### src/rtl/scurve_threshold_scan_if.sv
// rtl/scurve_threshold_scan_if.sv - readout word stream from the scan controller into the FIFO
interface scurve_threshold_scan_if;
    logic [15:0] Data_Out;
    logic        Data_Valid;
    logic        Data_Ready;

    modport master (output Data_Out, output Data_Valid, input Data_Ready);
    modport slave  (input Data_Out, input Data_Valid, output Data_Ready);
endinterface

### src/rtl/scurve_threshold_scan.sv
// rtl/scurve_threshold_scan.sv - S-curve DAC threshold scan controller emitting 3-word records per point
module scurve_threshold_scan #(
    parameter int DAC_WIDTH     = 10,
    parameter int SETTLE_CYCLES = 1000,
    parameter int CLEAR_CYCLES  = 4
) (
    input  logic                   Clk,
    input  logic                   reset_n,
    input  logic                   Scan_Start,
    input  logic                   Scan_Abort,
    input  logic [DAC_WIDTH-1:0]   Dac_Start,
    input  logic [DAC_WIDTH-1:0]   Dac_Stop,
    input  logic [DAC_WIDTH-1:0]   Dac_Step,
    output logic [DAC_WIDTH-1:0]   Dac_Value,
    output logic                   Dac_Load,
    input  logic                   Dac_Load_Done,
    output logic                   Count_Reset_n,
    output logic                   Test_Start,
    input  logic [15:0]            CPT_PULSE,
    input  logic [15:0]            CPT_TRIGGER,
    input  logic                   CPT_DONE,
    scurve_threshold_scan_if.master rd,
    output logic                   Scan_Busy,
    output logic                   Scan_Done
);

    typedef enum logic [3:0] {
        IDLE, LOAD, WAIT_LOAD, CLEAR, SETTLE, RUN,
        OUT_HDR, OUT_P, OUT_T, NEXT, FINISH
    } state_t;

    localparam int CNT_MAX = (SETTLE_CYCLES > CLEAR_CYCLES) ? SETTLE_CYCLES : CLEAR_CYCLES;
    localparam int CNT_W   = $clog2(CNT_MAX + 1);

    state_t             state;
    logic [CNT_W-1:0]   wait_cnt;
    logic [15:0]        pulse_q;
    logic [15:0]        trig_q;
    logic               start_q;
    logic               done_s1, done_s2, done_s3;

    logic               start_rise;
    logic               done_rise;
    logic               transfer;
    logic [DAC_WIDTH:0] next_sum;
    logic               last_point;
    logic [15:0]        hdr_word;

    assign start_rise = Scan_Start & ~start_q;
    assign done_rise  = done_s2 & ~done_s3;
    assign transfer   = rd.Data_Valid & rd.Data_Ready;
    // One extra bit so a step past the top code is seen as overflow, not a wrap to low codes.
    assign next_sum   = {1'b0, Dac_Value} + {1'b0, Dac_Step};
    assign last_point = (Dac_Step == '0) || next_sum[DAC_WIDTH] ||
                        (next_sum[DAC_WIDTH-1:0] > Dac_Stop);
    assign hdr_word   = {4'hC, 12'(Dac_Value)};

    // CPT_DONE comes from the counter clock domain; third stage only feeds edge detection.
    always_ff @(posedge Clk or negedge reset_n) begin
        if (!reset_n) begin
            done_s1 <= 1'b0;
            done_s2 <= 1'b0;
            done_s3 <= 1'b0;
            start_q <= 1'b0;
        end else begin
            done_s1 <= CPT_DONE;
            done_s2 <= done_s1;
            done_s3 <= done_s2;
            start_q <= Scan_Start;
        end
    end

    always_ff @(posedge Clk or negedge reset_n) begin
        if (!reset_n) begin
            state         <= IDLE;
            wait_cnt      <= '0;
            pulse_q       <= '0;
            trig_q        <= '0;
            Dac_Value     <= '0;
            Dac_Load      <= 1'b0;
            Count_Reset_n <= 1'b0;
            Test_Start    <= 1'b0;
            rd.Data_Out   <= '0;
            rd.Data_Valid <= 1'b0;
            Scan_Busy     <= 1'b0;
            Scan_Done     <= 1'b0;
        end else if (Scan_Abort) begin
            state         <= IDLE;
            Dac_Load      <= 1'b0;
            Count_Reset_n <= 1'b0;
            Test_Start    <= 1'b0;
            rd.Data_Valid <= 1'b0;
            Scan_Busy     <= 1'b0;
            Scan_Done     <= 1'b0;
        end else begin
            case (state)
                IDLE: begin
                    Count_Reset_n <= 1'b0;
                    if (start_rise) begin
                        Dac_Value <= Dac_Start;
                        Dac_Load  <= 1'b1;
                        Scan_Busy <= 1'b1;
                        state     <= LOAD;
                    end
                end
                LOAD: begin
                    Dac_Load <= 1'b0;
                    state    <= WAIT_LOAD;
                end
                WAIT_LOAD: begin
                    if (Dac_Load_Done) begin
                        Count_Reset_n <= 1'b0;
                        Test_Start    <= 1'b0;
                        wait_cnt      <= CNT_W'(CLEAR_CYCLES - 1);
                        state         <= CLEAR;
                    end
                end
                CLEAR: begin
                    if (wait_cnt == '0) begin
                        Count_Reset_n <= 1'b1;
                        wait_cnt      <= CNT_W'(SETTLE_CYCLES - 1);
                        state         <= SETTLE;
                    end else begin
                        wait_cnt <= wait_cnt - 1'b1;
                    end
                end
                SETTLE: begin
                    if (wait_cnt == '0) begin
                        Test_Start <= 1'b1;
                        state      <= RUN;
                    end else begin
                        wait_cnt <= wait_cnt - 1'b1;
                    end
                end
                RUN: begin
                    if (done_rise) begin
                        pulse_q       <= CPT_PULSE;
                        trig_q        <= CPT_TRIGGER;
                        Test_Start    <= 1'b0;
                        rd.Data_Out   <= hdr_word;
                        rd.Data_Valid <= 1'b1;
                        state         <= OUT_HDR;
                    end
                end
                OUT_HDR: begin
                    if (transfer) begin
                        rd.Data_Out <= pulse_q;
                        state       <= OUT_P;
                    end
                end
                OUT_P: begin
                    if (transfer) begin
                        rd.Data_Out <= trig_q;
                        state       <= OUT_T;
                    end
                end
                OUT_T: begin
                    if (transfer) begin
                        rd.Data_Valid <= 1'b0;
                        state         <= NEXT;
                    end
                end
                NEXT: begin
                    if (last_point) begin
                        Scan_Done <= 1'b1;
                        state     <= FINISH;
                    end else begin
                        Dac_Value <= next_sum[DAC_WIDTH-1:0];
                        Dac_Load  <= 1'b1;
                        state     <= LOAD;
                    end
                end
                FINISH: begin
                    Scan_Done     <= 1'b0;
                    Scan_Busy     <= 1'b0;
                    Count_Reset_n <= 1'b0;
                    state         <= IDLE;
                end
                default: begin
                    state <= IDLE;
                end
            endcase
        end
    end

endmodule
### src/flat_wrapper.sv
// flat-port wrapper written by rule: the top's interface ports become plain ports
module scurve_threshold_scan_flat 
#(
    parameter int DAC_WIDTH     = 10,
    parameter int SETTLE_CYCLES = 1000,
    parameter int CLEAR_CYCLES  = 4
)
  (Clk, reset_n, Scan_Start, Scan_Abort, Dac_Start, Dac_Stop, Dac_Step, Dac_Value, Dac_Load, Dac_Load_Done, Count_Reset_n, Test_Start, CPT_PULSE, CPT_TRIGGER, CPT_DONE, Scan_Busy, Scan_Done, rd_Data_Out, rd_Data_Valid, rd_Data_Ready);
  scurve_threshold_scan_if rd_i ();
  input  logic Clk;
  input  logic reset_n;
  input  logic Scan_Start;
  input  logic Scan_Abort;
  input  logic [DAC_WIDTH-1:0] Dac_Start;
  input  logic [DAC_WIDTH-1:0] Dac_Stop;
  input  logic [DAC_WIDTH-1:0] Dac_Step;
  output logic [DAC_WIDTH-1:0] Dac_Value;
  output logic Dac_Load;
  input  logic Dac_Load_Done;
  output logic Count_Reset_n;
  output logic Test_Start;
  input  logic [15:0] CPT_PULSE;
  input  logic [15:0] CPT_TRIGGER;
  input  logic CPT_DONE;
  output logic Scan_Busy;
  output logic Scan_Done;
  output wire logic [$bits(rd_i.Data_Out)-1:0] rd_Data_Out;
  output wire logic [$bits(rd_i.Data_Valid)-1:0] rd_Data_Valid;
  input wire logic [$bits(rd_i.Data_Ready)-1:0] rd_Data_Ready;
  assign rd_Data_Out = rd_i.Data_Out;
  assign rd_Data_Valid = rd_i.Data_Valid;
  assign rd_i.Data_Ready = rd_Data_Ready;
  scurve_threshold_scan #(.DAC_WIDTH(DAC_WIDTH), .SETTLE_CYCLES(SETTLE_CYCLES), .CLEAR_CYCLES(CLEAR_CYCLES)) u_core (.Clk(Clk), .reset_n(reset_n), .Scan_Start(Scan_Start), .Scan_Abort(Scan_Abort), .Dac_Start(Dac_Start), .Dac_Stop(Dac_Stop), .Dac_Step(Dac_Step), .Dac_Value(Dac_Value), .Dac_Load(Dac_Load), .Dac_Load_Done(Dac_Load_Done), .Count_Reset_n(Count_Reset_n), .Test_Start(Test_Start), .CPT_PULSE(CPT_PULSE), .CPT_TRIGGER(CPT_TRIGGER), .CPT_DONE(CPT_DONE), .rd(rd_i), .Scan_Busy(Scan_Busy), .Scan_Done(Scan_Done));
endmodule
### config.mk
export PLATFORM = sky130hd
export DESIGN_NAME = scurve_threshold_scan_flat
export DESIGN_NICKNAME = d
export VERILOG_FILES = /design/src/rtl/scurve_threshold_scan_if.sv /design/src/rtl/scurve_threshold_scan.sv /design/src/flat_wrapper.sv
export SDC_FILE = /design/constraint.sdc
export NUM_CORES = 1
export LEC_CHECK = 0
export CORE_ASPECT_RATIO = 0.8
export CORE_MARGIN = 3
export CORE_UTILIZATION = 46
export DETAILED_ROUTE_END_ITERATION = 7
export PLACE_DENSITY = 0.76
export SETUP_SLACK_MARGIN = 0.2
export SLEW_MARGIN = 20
export SYNTH_ARGS = -nofsm -noshare
export SYNTH_HDL_FRONTEND = slang
export SYNTH_SLANG_ARGS = --single-unit
### constraint.sdc
create_clock -name Clk -period 3.6 [get_ports Clk]
set_clock_uncertainty 0.05 [all_clocks]
set_input_delay 0.72 -clock Clk [delete_from_list [all_inputs] [get_ports Clk]]
set_output_delay 0.72 -clock Clk [all_outputs]
set_load 0.01 [all_outputs]
---- Word level (Yosys, flattened, before mapping) ----
Cells that the tools add are included.
storage, ports and cells
  register bits ........................... 82
  logic and storage cells ................. 120
cells by class
  bitwise logic cells ..................... 6
  mux-type cells .......................... 42
  magnitude comparators ................... 1
  $add $sub $neg .......................... 2
  eq/ne operators ......................... 27
  reduce and logical (&&, ||, !) cells .... 26
operator list
  cell                                                   number
  two-way mux 10 bit                                     5
  two-way mux 16 bit                                     3
  case mux 16 bit (3 select lines)                       1
  two-way mux 4 bit                                      10
  case mux 4 bit (10 select lines)                       1
  case mux 10 bit (3 select lines)                       1
  inequality test 3 x 2 -> 1 bit, second input constant  8
  logical NOT 10 bit                                     2
  case mux 10 bit (2 select lines)                       1
  == test 4 x 3 -> 1 bit, second input constant          4
  nonzero test 3 bit                                     5
  two-way mux 1 bit                                      14
  == test 4 bit, second input constant                   3
  AND reduction 3 bit                                    4
  AND reduction 4 bit                                    3
  nonzero test 4 bit                                     3
  adder 10 x 10 -> 11 bit                                1
  greater-than comparator 10 bit                         1
  subtractor 10 x 1 -> 10 bit, second input constant     1
  case mux 1 bit (3 select lines)                        3
  == test 4 x 2 -> 1 bit, second input constant          2
  inequality test 2 x 1 -> 1 bit, second input constant  4
  AND reduction 8 bit                                    1
  inequality test 2 bit, second input constant           3
  other kinds (11)                                       20

---- Longest topological paths before layout ----
Gate-level depths: netlist (run 1).
  depth in word-level cells ............... 6
  depth in mapped cells ................... 16
  gate-level depth less buffers ........... 15

---- Least setup slack after synthesis (run 1) ----
Ideal clock, no wire load.
  kind .................................... in2reg
  start ................................... input port Dac_Step[0]
  end ..................................... register u_core.Dac_Value[1]
  arrival time ............................ 3862 ps
  path slack .............................. -406 ps
  library setup time ...................... 94 ps
  path buffers ............................ 1
  stages on the path ...................... 16
  data required time ...................... 3456 ps
  path through ............................ ha_1 inv_1 fa_1 nor2b_1 o31ai_1 a21oi_1 nor3_1 nor2_1 ha_1 and4_2 nand3_4 a2111oi_4 a31oi_2 a2111o_1 buf_6 a221oi_2
between the ends
  longest elaborated chain between the ends .. 5
ends and longest elaborated chain
  what                                                                       RTL line                                                  RTL
  start, declared                                                            flat_wrapper.sv:16                                        input logic [DAC_WIDTH-1:0] Dac_Step;
  adder 10 x 10 -> 11 bit / logical NOT 10 bit (equally long branches)       scurve_threshold_scan.sv:53, scurve_threshold_scan.sv:54
  greater-than comparator 10 bit / logical OR 1 bit (equally long branches)  scurve_threshold_scan.sv:55, scurve_threshold_scan.sv:54
  logical OR 1 bit                                                           scurve_threshold_scan.sv:54                               assign last_point = (Dac_Step == '0) || next_sum[DAC_WIDTH] ||
  inequality test 2 bit (no source line)                                     -
  AND reduction 4 bit (no source line)                                       -
  end signal, assigned                                                       scurve_threshold_scan.sv:100                              Dac_Value <= Dac_Start;
  end signal, assigned                                                       scurve_threshold_scan.sv:168                              Dac_Value <= next_sum[DAC_WIDTH-1:0];
  end, declared                                                              scurve_threshold_scan.sv:14                               output logic [DAC_WIDTH-1:0] Dac_Value,
Several ways; a longest one is shown, not always the timed one. The select of a mux whose other input is x is not followed.
A chain may end at the register's enable or synchronous reset.

---- Final worst setup path (run 1) ----
Same ends and word-level chain as after synthesis.

==> out/qor.txt, run 1 <==
Final setup violation count - 11
FFs w/ async S/R, synth - 1.00
Failing checks - negative setup slack
Fin util - 0.685
Worst-Skew Late Latency - 0.33 ns
Critical-path cell with the highest stage delay - a2111o_1
I/O Buffers - 100
Switching share of power - 0.367
Worst setup SP type - input pin
Total global routing overflow - 0
Hold_ws - 0.299 ns
Mapped Nets - 567
Post-DRT Antenna Nets - 0
Worst Path Arrival - 4.06 ns
Critical R2R Launch - u_core.Dac_Value[0]$_DFFE_PN0P_
Register area share after synthesis - 0.441
Flop pwr share - 0.283
# fillers - 733
EDFF count, synth - 0
Critical Path RT - 3.78 ns
Most used cell, CP - buf_6
Starting Density - 0.478
Relative slew margins - 0.347
Area Overhead vs Synth - 43.2%
WL final - 12.9 mm
Root Buffer - clkbuf_16
Placement Cell Area - 6130 um2
Vert. Die Dim - 95.9 um
Crit path capture type - flip-flop
Vias in the first global route - 4269
Synth Area per Inst - 9.77 um2
Period utilization - 1.08
Clock Tree Buf Depth - 2
Final min period - 3.88 ns
Hold Crit Class - reg -> reg
Max-cap viol count - 0
Pleak - 2.98 nW
Cells after Synth - 476
Register bit total from synthesis - 82
Netlist Area Pre-Place - 4650 um2
Placed cell count - 741
YS warnings - 0
CP endpoint - u_core.Dac_Value[1]$_DFFE_PN0P_
Fin cells - 764
Rows - 32
Vias per inst - 5.51
R2r setup slk - -0.24 ns
Layout cell share with drive strength beyond 1 - 0.242
Nets@finish - 714
Final Cell Area - 6660 um2
Most common cell after layout, fill and taps aside - clkdlybuf4s50_1
Area of the core - 9730 um2
TritonCTS Buffers - 9
Worst-case reg-to-reg path depth - 15
CTS tree - done
Worst-path clk slew - 0.06 ns
Most frequent cells in the layout - clkdlybuf4s50_1 (91), dfrtp_1 (82), buf_4 (55), nor2_1 (37), nand2_1 (37)
Worst reg2reg endpoint - u_core.Dac_Value[1]$_DFFE_PN0P_
First-pass DRT Iterations - 5
Comb pwr share - 0.523
Status - finished with violations
Die W - 118 um
Initial antenna violation count - 0
Slew @ Worst Pin - 0.979 ns
Highest clock rate - 258 MHz
1st-iter DRT viols - 231
CTS Hold Buffers Added - 0
P_sw - 1.72 mW
Slew Limit Fails - 0
H-Tree Level Count - 3
Final hold vios - 0
Ys flop type - dfrtp_1
Worst path top cell family by delay - compound AO/OA/AOI/OAI gates
Netlist cell types - 62
Crit path largest cell delay - 0.49 ns
Clk sinks - 82
Avg WL per Cell - 16.9 um
Setup CP Type - in -> reg
Pre-CTS WS - -1.06 ns
Vias - 4206
Crit path from - Dac_Step[0]
Worst-path fanout max - 3
CP cell instances - buf_6, ha_4, buf_6, a211oi_2, o211a_1, buf_4, nor3_2, xor2_1, ha_1, a21oi_2, o21ai_2, a2111oi_4, a31oi_2, a2111o_1, buf_6, a221oi_2
PD cells - 704 nW/um2
Post-route setup slack - -0.281 ns
RePlAce Congestion - 0.901
Largest net degree at the start of global routing - 83
IO Pins - 101
Diode count - 0
HPWL after DPL - 9.47 mm
GRT Total Usage - 0.226
Worst vdd ir - 361 uV
RSZ-0062 raised after global routing - yes
Critical path depth - 16
WP buf/inv - 4
First-pass GRT wire length - 20.7 mm
Die area - 11400 um2
Clock share of power - 0.193
Pint - 2.97 mW
DRC Markers - 0
timing repair:
item | CTS | global route
endpoints found under the setup margin | 15 | 14
setup buffers | 3 | 4
pin swaps | 33 | 9
gates resized for setup | 60 | 8
metal layers:
metal | track usage | routed length, um | up-vias
met3 | 0.0541 | 914 | 13
li1 | - | - | 2019
met5 | 0 | 0 | -
met2 | 0.372 | 5970 | 155
met4 | 0.0501 | 112 | 0
met1 | 0.308 | 5920 | 2019
power by group through the flow:
| stage | logic [mW] | clock network (mW) | registers (mW) |
|---|---|---|---|
| floorplan | 1.16 | 0 | 1.30 |
| global placement | 2.10 | 0 | 1.31 |
| detailed placement | 2.16 | 0 | 1.32 |
| CTS | 2.32 | 0.917 | 1.32 |
| global route | 2.66 | 0.959 | 1.35 |
| finish | 2.45 | 0.906 | 1.33 |
worst min path at each step:
stage / start / to / slack (ns) / cells past startpoint
final: u_core.done_s1$_DFF_PN0_ / u_core.done_s2$_DFF_PN0_ / 0.30 / 0
after global routing: u_core.done_s1$_DFF_PN0_ / u_core.done_s2$_DFF_PN0_ / 0.30 / 0
after CTS: u_core.done_s1$_DFF_PN0_ / u_core.done_s2$_DFF_PN0_ / 0.30 / 0
after detailed placement: u_core.done_s1$_DFF_PN0_ / u_core.done_s2$_DFF_PN0_ / 0.29 / 0
after global placement: u_core.done_s1$_DFF_PN0_ / u_core.done_s2$_DFF_PN0_ / 0.28 / 0
after floorplan: u_core.done_s1$_DFF_PN0_ / u_core.done_s2$_DFF_PN0_ / 0.28 / 0
flip-flops by register name (all words and copies together) (netlist names), 4 cells and up:
register / cells
u_core.pulse_q: 16
u_core.state: 4
u_core.wait_cnt: 10
u_core.rd.Data_Out: 16
u_core.trig_q: 16
u_core.Dac_Value: 10
kinds of logic after synthesis:
family,share of synthesized area
simple gates,0.156
compound gates,0.179
flops,0.441
buf+inv,0.0409
mux,0.110
fa+ha+maj,0.0608
xor+xnor,0.0113
area by class of cell:
class,count,area (um2),area share
clock buffers,10,229,0.0344
inverters,26,97.6,0.0147
clock inverters,6,66.3,0.00995
well taps,136,170,0.0255
repair buffers,158,1440,0.216
multi-input cells,346,2610,0.392
flip-flops and latches,82,2050,0.308
per-stage QoR:
stage | TNS (ns) | power (mW)
after floorplan | -2.49 | 2.46
after global placement | -11.52 | 3.40
after detailed placement | -13.52 | 3.48
after CTS | -0.934 | 4.56
after global routing | -3.95 | 4.97
final | -2.39 | 4.69
synth_stat cells (all sizes together), types with 2 or more instances:
master / count / share of area
a2111oi: 2 / 0.0078
xor2: 2 / 0.0038
or2: 2 / 0.0027
nand3: 9 / 0.012
nor2: 38 / 0.031
mux2i: 14 / 0.030
o311ai: 2 / 0.0038
a32oi: 2 / 0.0038
o21ai: 36 / 0.039
nand4: 3 / 0.0040
and4: 3 / 0.0065
nand2: 38 / 0.031
nor3b: 4 / 0.0065
inv: 26 / 0.021
o31ai: 4 / 0.0065
a211oi: 2 / 0.0032
ha: 21 / 0.056
o21a: 5 / 0.0081
o211ai: 2 / 0.0032
o22ai: 2 / 0.0027
or3: 3 / 0.0040
nor2b: 9 / 0.012
or4: 4 / 0.0065
clkbuf: 16 / 0.013
buf: 6 / 0.0070
mux2: 33 / 0.080
a31oi: 5 / 0.0081
a21o: 8 / 0.013
a21boi: 4 / 0.0065
nor3: 15 / 0.016
dfrtp: 82 / 0.44
nor4: 6 / 0.0094
a22o: 5 / 0.0094
a211o: 2 / 0.0038
nand2b: 5 / 0.0067
xnor2: 4 / 0.0075
a22oi: 5 / 0.0081
o22a: 3 / 0.0057
a21oi: 33 / 0.036
No activity file was read; power rests on OpenSTA's default activity.
==> run 2, diff against run 1 <==
Settings changed: ABC_CLOCK_PERIOD_IN_PS set to 3600.
==> results of run 2 <==
Same layout as run 1: the final DEF is identical, and so are final timing and power.
==> run 3, diff against run 2 <==
--- a/constraint.sdc
+++ b/constraint.sdc
@@ -4,2 +4,2 @@
 set_output_delay 0.72 -clock Clk [all_outputs]
-set_load 0.01 [all_outputs]
+set_load 0.05 [all_outputs]
==> run 3 against run 2 <==
The run still ends with negative setup slack left. Sequential power is essentially flat. Cell count grew 0.92%. Non-clock buffer count grew 7. Largest power group unchanged.
==> out/qor.txt, run 3 (synthesis gave the netlist of run 1 again) <==
Status - finished with violations
Failing checks - negative setup slack
Crit path capture type - flip-flop
Flop pwr share - 0.257 (-0.026)
Worst hold path depth - 0 (unchanged)
Die W - 118 um (unchanged)
I/O Buffers - 100 (unchanged)
RSZ-0062 raised after global routing - yes
P_sw - 2.08 mW (+21%)
Hold Path Sink - u_core.done_s2$_DFF_PN0_
Clock Tree Buf Depth - 2 (unchanged)
Post-route setup slack - -0.174 ns (+0.107 ns)
Worst-case reg-to-reg path depth - 16 (+1)
Rows - 32 (unchanged)
IO Pins - 101 (unchanged)
Vert. Die Dim - 95.9 um (unchanged)
First-pass GRT wire length - 21.2 mm (+2.4%)
Starting Density - 0.478 (unchanged)
H-Tree Level Count - 3 (unchanged)
Worst-path clk slew - 0.06 ns (about the same)
Clk sinks - 82 (unchanged)
Area Overhead vs Synth - 45.7%
DRC Markers - 0 (unchanged)
HPWL after DPL - 9.28 mm (-2.0%)
Largest net degree at the start of global routing - 83 (unchanged)
Final Cell Area - 6780 um2 (+1.7%)
Comb pwr share - 0.560 (+0.037)
R2r setup slk - -0.14 ns (+0.10 ns)
Vias - 4242 (+0.86%)
Highest clock rate - 265 MHz (+2.8%)
Hold Crit Class - reg -> reg
WP buf/inv - 2 (-2)
Critical Path RT - 3.79 ns (about the same)
CP cell instances - dlygate4sd2_1, ha_4, o21ai_2, o31ai_2, a21oi_2, xnor2_1, ha_1, and4_4, nand3_4, a2111oi_4, a31oi_2, a2111o_1, buf_6, a221oi_2
Max-cap viol count - 0 (unchanged)
Initial antenna violation count - 0 (unchanged)
Pleak - 3.02 nW (+1.4%)
Clock share of power - 0.182 (-0.011)
Relative slew margins - 0.336 (-0.0107)
Critical-path cell with the highest stage delay - a2111o_1
GRT Total Usage - 0.234 (+0.00791)
Diode count - 0 (unchanged)
TritonCTS Buffers - 9 (unchanged)
Worst-Skew Late Latency - 0.33 ns (about the same)
Final min period - 3.77 ns (-0.107 ns)
Hold_ws - 0.306 ns (+0.00751 ns)
Crit path largest cell delay - 0.44 ns (-0.05 ns)
Vias per inst - 5.50 (about the same)
Most common cell after layout, fill and taps aside - clkdlybuf4s50_1
Die area - 11400 um2 (unchanged)
Most frequent cells in the layout - clkdlybuf4s50_1 (91), dfrtp_1 (81), buf_4 (63), nor2_1 (37), nand2_1 (37)
Critical R2R Launch - u_core.Dac_Value[0]$_DFFE_PN0P_
Fin util - 0.696 (+0.0117)
Layout cell share with drive strength beyond 1 - 0.257 (+0.0147)
Total global routing overflow - 0 (unchanged)
Worst reg2reg endpoint - u_core.Dac_Value[1]$_DFFE_PN0P_
Hold wc startpoint - u_core.done_s1$_DFF_PN0_
Fin cells - 771 (+0.92%)
WL final - 13.0 mm (+1.0%)
Pint - 3.07 mW (+3.6%)
Post-DRT Antenna Nets - 0 (unchanged)
Worst Path Arrival - 3.96 ns (-0.10 ns)
Pre-CTS WS - -1.08 ns (-0.0268 ns)
Placed cell count - 741 (unchanged)
Area of the core - 9730 um2 (unchanged)
1st-iter DRT viols - 347 (+50%)
Nets@finish - 721 (+0.98%)
Final hold vios - 0 (unchanged)
Avg WL per Cell - 16.9 um (+0.10%)
PD cells - 760 nW/um2 (+8.0%)
Vias in the first global route - 4221 (-1.1%)
Placement Cell Area - 6130 um2 (about the same)
Slew Limit Fails - 0 (unchanged)
Worst path top cell family by delay - compound AO/OA/AOI/OAI gates
Worst-path fanout max - 5 (+2)
CTS tree - done
# fillers - 722 (-1.5%)
RePlAce Congestion - 0.908 (+0.73%)
Slew @ Worst Pin - 0.995 ns (+0.0160 ns)
Biggest regs - u_core.pulse_q: 16 flops, u_core.rd.Data_Out: 16 flops, u_core.trig_q: 16 flops
First-pass DRT Iterations - 5 (unchanged)
Worst setup SP type - input pin
Worst vdd ir - 379 uV (+5.1%)
Final setup violation count - 10 (-1)
Switching share of power - 0.404 (+0.0361)
Setup CP Type - in -> reg
Period utilization - 1.05 (-0.0298)
Root Buffer - clkbuf_16
run 3: worst max path at each step:
stage | depth (start not counted) | from | end
after floorplan | 16 | Dac_Step[0] | u_core.Dac_Value[1]$_DFFE_PN0P_
after global placement | 17 | Dac_Step[0] | u_core.Dac_Value[1]$_DFFE_PN0P_
after detailed placement | 17 | Dac_Step[0] | u_core.Dac_Value[1]$_DFFE_PN0P_
after CTS | 15 | Dac_Step[2] | u_core.Dac_Value[1]$_DFFE_PN0P_
after global routing | 17 | Dac_Step[0] | u_core.Dac_Value[1]$_DFFE_PN0P_
final | 14 | Dac_Step[7] | u_core.Dac_Value[1]$_DFFE_PN0P_
run 3: cell type report:
type                       count  area, um2  area share
multi-input combinational    346       2650       0.391
sequential                    82       2050       0.303
timing repair buffer         165       1490       0.220
clock buffer                  10        239      0.0353
tap                          136        170      0.0251
inverter                      26       97.6      0.0144
clock inverter                 6       73.8      0.0109
run 3: routing by layer:
metal	wire length, um	track usage	vias up
met5	0	0	-
met4	143	0.0473	0
met3	1050	0.0723	19
met2	6160	0.393	170
met1	5690	0.305	2018
li1	-	-	2035
run 3: what timing repair did:
item	CTS	global route
buffers inserted	7	6
resized for setup	55	25
gates cloned	1	0
pin swaps	28	26
setup endpoints to repair	15	15
hold buffers	0	0
run 3: stage by stage:
| stage | power (mW) | TNS (ns) |
|---|---|---|
| floorplan | 2.75 | -2.50 |
| global placement | 3.69 | -11.71 |
| detailed placement | 3.76 | -13.25 |
| CTS | 4.93 | -0.454 |
| global route | 5.45 | -2.18 |
| finish | 5.15 | -0.917 |
run 3: power by group through the flow:
stage               clock (mW)  combinational, mW  sequential, mW
finish                   0.940               2.89            1.32
global route             0.996               3.11            1.35
CTS                      0.958               2.66            1.32
detailed placement           0               2.45            1.31
global placement             0               2.39            1.30
floorplan                    0               1.16            1.59
